**src/rtl/tjmono_data_tx_emu.sv**
```systemverilog
// TJ-Monopix hit-readout emulator: buffers bus-loaded 27-bit hit words and serialises them on
// TX_CLK/TX_DATA under READ/FREEZE control. Optional macro TJMONO_TX_GRAY_EN Gray-codes te/le.
module tjmono_data_tx_emu #(
  parameter int unsigned ABUSWIDTH  = 16,
  parameter int unsigned DEPTH_LOG2 = 4
) (
  input  logic                 BUS_CLK,
  input  logic                 RST,
  input  logic [ABUSWIDTH-1:0] BUS_ADD,
  input  logic [7:0]           BUS_DATA_IN,
  output logic [7:0]           BUS_DATA_OUT,
  input  logic                 BUS_WR,
  input  logic                 BUS_RD,
  input  logic                 READ,
  input  logic                 FREEZE,
  output logic                 TX_CLK,
  output logic                 TX_TOKEN,
  output logic                 TX_DATA,
  output logic                 BUSY
);

  localparam int unsigned Depth = 2 ** DEPTH_LOG2;
  localparam int unsigned FillW = DEPTH_LOG2 + 1;
  localparam int unsigned PtrW  = DEPTH_LOG2;

  typedef enum logic [1:0] {StIdle, StArmed, StWaitFall, StShift} state_e;

  logic             rst;
  logic             conf_en_q;
  logic [7:0]       conf_div_q, div_eff, div_cnt_q;
  logic [7:0]       stage4_q, stage5_q, stage6_q, stage7_q;
  logic [7:0]       lost_q, rd_err_q;
  logic             read_s1_q, read_s2_q, read_s3_q, read_rise;
  logic             freeze_s1_q, freeze_s2_q;
  logic [26:0]      mem_q [Depth];
  logic [PtrW-1:0]  wr_ptr_q, rd_ptr_q;
  logic [FillW-1:0] fill_q, fill_d, vis_q, vis_d;
  logic             push_req, push_ok, pop, full;
  logic [26:0]      push_word, head, pop_word;
  logic             clk_run, tick, fall_tick, tx_clk_q;
  state_e           state_q;
  logic [26:0]      shreg_q;
  logic [4:0]       bitcnt_q;
  logic             tx_data_q, token_q;

  assign rst = RST | (BUS_WR && (BUS_ADD == ABUSWIDTH'(0)));

  assign read_rise = read_s2_q & ~read_s3_q;
  assign full      = (fill_q == FillW'(Depth));
  assign push_req  = BUS_WR && (BUS_ADD == ABUSWIDTH'(7)) && !RST;
  assign push_word = {BUS_DATA_IN[2:0], stage6_q, stage5_q, stage4_q};
  assign pop       = (state_q == StArmed) && conf_en_q && read_rise && (vis_q != '0);
  // A full buffer still accepts a word when the head leaves in the same cycle.
  assign push_ok   = push_req && (!full || pop);
  assign head      = mem_q[rd_ptr_q];

`ifdef TJMONO_TX_GRAY_EN
  assign pop_word = {head[26:21], head[20:15] ^ {1'b0, head[20:16]},
                     head[14:9] ^ {1'b0, head[14:10]}, head[8:0]};
`else
  assign pop_word = head;
`endif

  always_comb begin
    fill_d = fill_q;
    if (push_ok && !pop) begin
      fill_d = fill_q + FillW'(1);
    end else if (!push_ok && pop) begin
      fill_d = fill_q - FillW'(1);
    end
    vis_d = freeze_s2_q ? (vis_q - FillW'(pop)) : fill_d;
  end

  // The clock keeps running after CONF_EN drops until the word in flight is out.
  assign clk_run   = conf_en_q || (state_q == StWaitFall) || (state_q == StShift);
  assign div_eff   = (conf_div_q == 8'd0) ? 8'd1 : conf_div_q;
  assign tick      = clk_run && (div_cnt_q >= div_eff - 8'd1);
  assign fall_tick = tick && tx_clk_q;

  always_ff @(posedge BUS_CLK) begin
    if (rst) begin
      conf_en_q   <= 1'b0;
      conf_div_q  <= 8'd1;
      stage4_q    <= '0;
      stage5_q    <= '0;
      stage6_q    <= '0;
      stage7_q    <= '0;
      lost_q      <= '0;
      rd_err_q    <= '0;
      read_s1_q   <= 1'b0;
      read_s2_q   <= 1'b0;
      read_s3_q   <= 1'b0;
      freeze_s1_q <= 1'b0;
      freeze_s2_q <= 1'b0;
      wr_ptr_q    <= '0;
      rd_ptr_q    <= '0;
      fill_q      <= '0;
      vis_q       <= '0;
      token_q     <= 1'b0;
    end else begin
      read_s1_q   <= READ;
      read_s2_q   <= read_s1_q;
      read_s3_q   <= read_s2_q;
      freeze_s1_q <= FREEZE;
      freeze_s2_q <= freeze_s1_q;
      fill_q      <= fill_d;
      vis_q       <= vis_d;
      token_q     <= conf_en_q && (vis_q != '0);
      if (push_ok) wr_ptr_q <= wr_ptr_q + PtrW'(1);
      if (pop) rd_ptr_q <= rd_ptr_q + PtrW'(1);
      if (push_req && !push_ok && (lost_q != 8'hFF)) lost_q <= lost_q + 8'd1;
      if (read_rise && (state_q != StArmed) && (rd_err_q != 8'hFF)) begin
        rd_err_q <= rd_err_q + 8'd1;
      end
      if (BUS_WR) begin
        case (BUS_ADD)
          ABUSWIDTH'(2): conf_en_q  <= BUS_DATA_IN[0];
          ABUSWIDTH'(4): stage4_q   <= BUS_DATA_IN;
          ABUSWIDTH'(5): stage5_q   <= BUS_DATA_IN;
          ABUSWIDTH'(6): stage6_q   <= BUS_DATA_IN;
          ABUSWIDTH'(7): stage7_q   <= BUS_DATA_IN;
          ABUSWIDTH'(8): conf_div_q <= BUS_DATA_IN;
          default: ;
        endcase
      end
    end
  end

  always_ff @(posedge BUS_CLK) begin
    if (push_ok) mem_q[wr_ptr_q] <= push_word;
  end

  always_ff @(posedge BUS_CLK) begin
    if (rst || !clk_run) begin
      div_cnt_q <= '0;
      tx_clk_q  <= 1'b0;
    end else if (tick) begin
      div_cnt_q <= '0;
      tx_clk_q  <= ~tx_clk_q;
    end else begin
      div_cnt_q <= div_cnt_q + 8'd1;
    end
  end

  always_ff @(posedge BUS_CLK) begin
    if (rst) begin
      state_q   <= StIdle;
      shreg_q   <= '0;
      bitcnt_q  <= '0;
      tx_data_q <= 1'b0;
    end else begin
      unique case (state_q)
        StIdle: begin
          if (conf_en_q && (vis_q != '0)) state_q <= StArmed;
        end
        StArmed: begin
          if (!conf_en_q) begin
            state_q <= StIdle;
          end else if (pop) begin
            shreg_q  <= pop_word;
            bitcnt_q <= 5'd27;
            state_q  <= StWaitFall;
          end
        end
        StWaitFall: begin
          if (fall_tick) begin
            tx_data_q <= shreg_q[26];
            shreg_q   <= {shreg_q[25:0], 1'b0};
            bitcnt_q  <= bitcnt_q - 5'd1;
            state_q   <= StShift;
          end
        end
        StShift: begin
          if (fall_tick) begin
            if (bitcnt_q != 5'd0) begin
              tx_data_q <= shreg_q[26];
              shreg_q   <= {shreg_q[25:0], 1'b0};
              bitcnt_q  <= bitcnt_q - 5'd1;
            end else begin
              tx_data_q <= 1'b0;
              state_q   <= (conf_en_q && (vis_q != '0)) ? StArmed : StIdle;
            end
          end
        end
        default: state_q <= StIdle;
      endcase
    end
  end

  always_ff @(posedge BUS_CLK) begin
    if (rst || !BUS_RD) begin
      BUS_DATA_OUT <= '0;
    end else begin
      case (BUS_ADD)
        ABUSWIDTH'(0):  BUS_DATA_OUT <= 8'd1;
        ABUSWIDTH'(2):  BUS_DATA_OUT <= {7'b0, conf_en_q};
        ABUSWIDTH'(3):  BUS_DATA_OUT <= 8'(fill_q);
        ABUSWIDTH'(4):  BUS_DATA_OUT <= stage4_q;
        ABUSWIDTH'(5):  BUS_DATA_OUT <= stage5_q;
        ABUSWIDTH'(6):  BUS_DATA_OUT <= stage6_q;
        ABUSWIDTH'(7):  BUS_DATA_OUT <= stage7_q;
        ABUSWIDTH'(8):  BUS_DATA_OUT <= conf_div_q;
        ABUSWIDTH'(9):  BUS_DATA_OUT <= lost_q;
        ABUSWIDTH'(10): BUS_DATA_OUT <= rd_err_q;
        ABUSWIDTH'(11): BUS_DATA_OUT <= {6'b0, freeze_s2_q, token_q};
        default:        BUS_DATA_OUT <= '0;
      endcase
    end
  end

  assign TX_CLK   = tx_clk_q;
  assign TX_DATA  = tx_data_q;
  assign TX_TOKEN = token_q;
  assign BUSY     = (state_q != StIdle);

endmodule
```
**config.mk**
```make
export PLATFORM = sky130hd
export DESIGN_NAME = tjmono_data_tx_emu
export DESIGN_NICKNAME = d
export VERILOG_FILES = /design/src/rtl/tjmono_data_tx_emu.sv
export SDC_FILE = /design/constraint.sdc
export NUM_CORES = 1
export LEC_CHECK = 0
export CAP_MARGIN = 0
export CELL_PAD_IN_SITES_DETAIL_PLACEMENT = 0
export CELL_PAD_IN_SITES_GLOBAL_PLACEMENT = 1
export CORE_MARGIN = 10
export CORE_UTILIZATION = 35
export CTS_CLUSTER_DIAMETER = 150
export DETAILED_ROUTE_END_ITERATION = 16
export MAX_ROUTING_LAYER = met4
export PLACE_DENSITY = 0.67
export SYNTH_ARGS = -nofsm -noshare
export SYNTH_HDL_FRONTEND = slang
export SYNTH_SLANG_ARGS = --single-unit
```
**constraint.sdc**
```tcl
create_clock -name BUS_CLK -period 10.1 [get_ports BUS_CLK]
set_input_delay 1.515 -clock BUS_CLK [delete_from_list [all_inputs] [get_ports BUS_CLK]]
set_output_delay 1.515 -clock BUS_CLK [all_outputs]
set_load 0.02 [all_outputs]
```
==> flow_summary.toml <==
[outcome]
status = "completed"

[detailed_routing]
wirelength_um = 57800
wl_per_cell_um = 23.1
drcViolationCount = 0
wl_met2_um = 27400
first_pass_iters = 5
vias = 13600
antenna_left = 0
wl_met1_um = 25200
first_iter_violations = 1244
viasPerCell = 5.41
routed.top_layer = "met4"
met3_wirelength_um = 3870

[clock_network]
cts_buffer_depth = 3
clkLatencyLatePin_ns = 0.62
clk_pin_slew_worst_paths_ns = 0.06
cts_buffers = 58
post-cts-setup-buffers = 0
cts-root-buf = "clkbuf_16"
cts_max_level = 2
numClockSinks = 569
cts-hold-fix-buffers = 0
cts_tree = "built"
cts_resized = 0

[yosys]
synth_edf_count = 432
synth_area_leader_cell = "edfxtp_1"
synth_flop_cell = "edfxtp_1"
syn_area_sq_mm = 0.0229
netlist_top_cells_area = "edfxtp_1 57%, dfxtp_1 12%, mux2i_1 6.4%"
yosysWarningCount = 0
yosys.cell_count.top_type = "edfxtp_1"
ys_seq_elements = 569
synth_cell_types = 60
ys_async_sr_fraction = 0
avgSynthCellArea_sq_um = 14.7
yosysTopAreaCellShare = 0.566
synth_common_cells = "432 x edfxtp_1, 147 x mux2i_1, 137 x dfxtp_1"
syn_inst = 1557
synth_seq_area_share = 0.685
syn_nets = 1615

[global_route]
grt_pass1_vias = 13500
grtUsageTotal = 0.150
antenna_found_initial = 3
grt_max_degree = 60
grt_first_pass_wirelength_um = 86500
grt_overflow_total = 0

[worst_setup_path]
criticalPathCategory = "in2reg"
worstPathArrival_ns = 5.18
reg2reg_slack_ns = 5.72
required_ns = 10.33
r2r-end = "shreg_q[13]"
slowest_delay_ns = 0.97
crit_fanout = 27
r2r_start = "conf_div_q[3]"
startpoint = "BUS_ADD[0]"
rr_worst_depth = 15
cp-end-kind = "register"
cp_slowest_cell = "nor2_4"
critPathBufInv = 1
cp-start-kind = "input pin"
cp_top_family = "simple AND/OR/NAND/NOR gates"
cp_cell_sequence = "clkdlybuf4s50_1 -> nand4b_1 -> or4_2 -> a211oi_2 -> nand2_1 -> nor2_4"

[timing]
fin_worst_skew_ns = 0.0224
min_period_ns = 4.94
setup_viol = 0
hold_viol = 0
slew-limit-headroom = 0.212
tightest_slew_ns = 1.17
post-route-period-util = 0.489
fmax_ghz = 0.202
rsz0062_at_grt = "no"
holdWs_ns = 0.415
maxSlewViolCount = 0
tns_ns = 0

[floorplan]
core_sq_mm = 0.0647
die_x_um = 276
start_util = 0.355
fp.dieH_um = 276
ioPinCount = 42
num_rows = 93
dieArea_sq_mm = 0.0762

[placed_design]
io_buffers = 41
dp.cells = 2398
hpwl_um = 35200
place.gp.congestion = 0.854

[cells_and_area]
layoutNonFillerInstCount = 2507
antenna_cells = 0
final_net_count = 1661
drive_above_1_share = 0.129
utilization = 0.408
syn_to_final_growth_pct = 15.2

[pwr]
p_leak_nw = 7.72
peakVddDrop_mv = 0.161
p_clk_frac = 0.464
p_int_mw = 3.81
combPwrFrac = 0.015
switching_share = 0.203
p_per_area_mw_per_mm2 = 181
p_switching_uw = 973
finalPower_mw = 4.79
seq_power_share = 0.521

[hold_path]
hold_depth = 1
hp-class = "reg2reg"
hold_start = "read_s1_q"
hold-path-endpoint = "read_s2_q"

[job]
cap_violations = 0
layout by cell type (no fill, tap or decap), types with 15 or more instances in the layout:
master           count
xor2_1              20
edfxtp_1           432
clkdlybuf4s50_1     41
o21ai_0             15
xnor2_1             16
dfxtp_1            134
a22oi_1             43
o22ai_1             27
ha_1                28
nand2_1            128
nor2_1              99
mux4_2              57
a31oi_1             27
nand3_1             22
a21oi_1             69
a22o_1              28
clkbuf_16           60
clkinv_2            15
inv_1               21
buf_4               23
mux2i_1            147
nor3_1              17
kinds of logic (layout without fill, tap and decap cells):
| group | after synthesis | after routing | synth area share |
|---|---|---|---|
| simple gates | 361 | 361 | 0.0716 |
| mux | 206 | 206 | 0.121 |
| flops | 569 | 569 | 0.685 |
| fa+ha+maj | 28 | 28 | 0.0153 |
| compound gates | 257 | 257 | 0.0763 |
| xor+xnor | 36 | 36 | 0.0137 |
| buf+inv | 100 | 195 | 0.0170 |
state kept, by name (all words and copies together) (netlist names), 4 cells and up, named ones only:
| signal | count |
|---|---|
| BUS_DATA_OUT | 8 |
| bitcnt_q | 5 |
| conf_div_q | 8 |
| div_cnt_q | 8 |
| fill_q | 5 |
| lost_q | 8 |
| mem_q | 432 |
| rd_err_q | 8 |
| rd_ptr_q | 4 |
| shreg_q | 27 |
| stage4_q | 8 |
| stage5_q | 8 |
| stage6_q | 8 |
| stage7_q | 8 |
| vis_q | 5 |
| wr_ptr_q | 4 |
routing by layer:
metal | track usage | up-vias
li1 | - | 6126
met1 | 0.197 | 6876
met2 | 0.236 | 481
met3 | 0.0302 | 87
met4 | 0.0398 | 0
met5 | - | -
stage by stage:
step           setup WS (ns)  cell area, sq um
3_3_place_gp            4.58             24400
4_1_cts                 5.20             26400
2_1_floorplan           4.41             22900
5_1_grt                 4.93             26400
6_report                5.16             26400
3_5_place_dp            4.53             24400
worst register-to-register path, delay by kind of cell (launching register included):
family,cells,cell delay (ns)
fa+ha+maj,2,0.51
simple gates,8,2.30
compound gates,4,0.96
xor+xnor,1,0.15
flops,1,0.41
how the worst max path moves through the flow:
stage,depth (start not counted),to
2_1_floorplan,5,mem_q[3][0]
3_3_place_gp,6,mem_q[12][15]
3_5_place_dp,6,mem_q[13][15]
4_1_cts,6,mem_q[15][26]
5_1_grt,6,mem_q[13][8]
6_report,6,mem_q[13][15]
area by class of cell:
type / instances / area (sq um)
Clock inverter: 45 / 469
Multi-Input combinational cell: 888 / 6970
Tap cell: 855 / 1070
Inverter: 22 / 82.6
Sequential cell: 569 / 15700
Fill cell: 5991 / 38300
Timing Repair Buffer: 64 / 583
Clock buffer: 64 / 1530
power groups by stage:
| stage | clock, mW | combinational (mW) | sequential (mW) |
|---|---|---|---|
| after floorplan | 0 | 0.0364 | 2.54 |
| after global placement | 0 | 0.0724 | 2.54 |
| after detailed placement | 0 | 0.0734 | 2.54 |
| after CTS | 2.26 | 0.0737 | 2.49 |
| after global routing | 2.35 | 0.0797 | 2.49 |
| final | 2.22 | 0.0733 | 2.49 |
No activity file was read; power rests on OpenSTA's default activity.
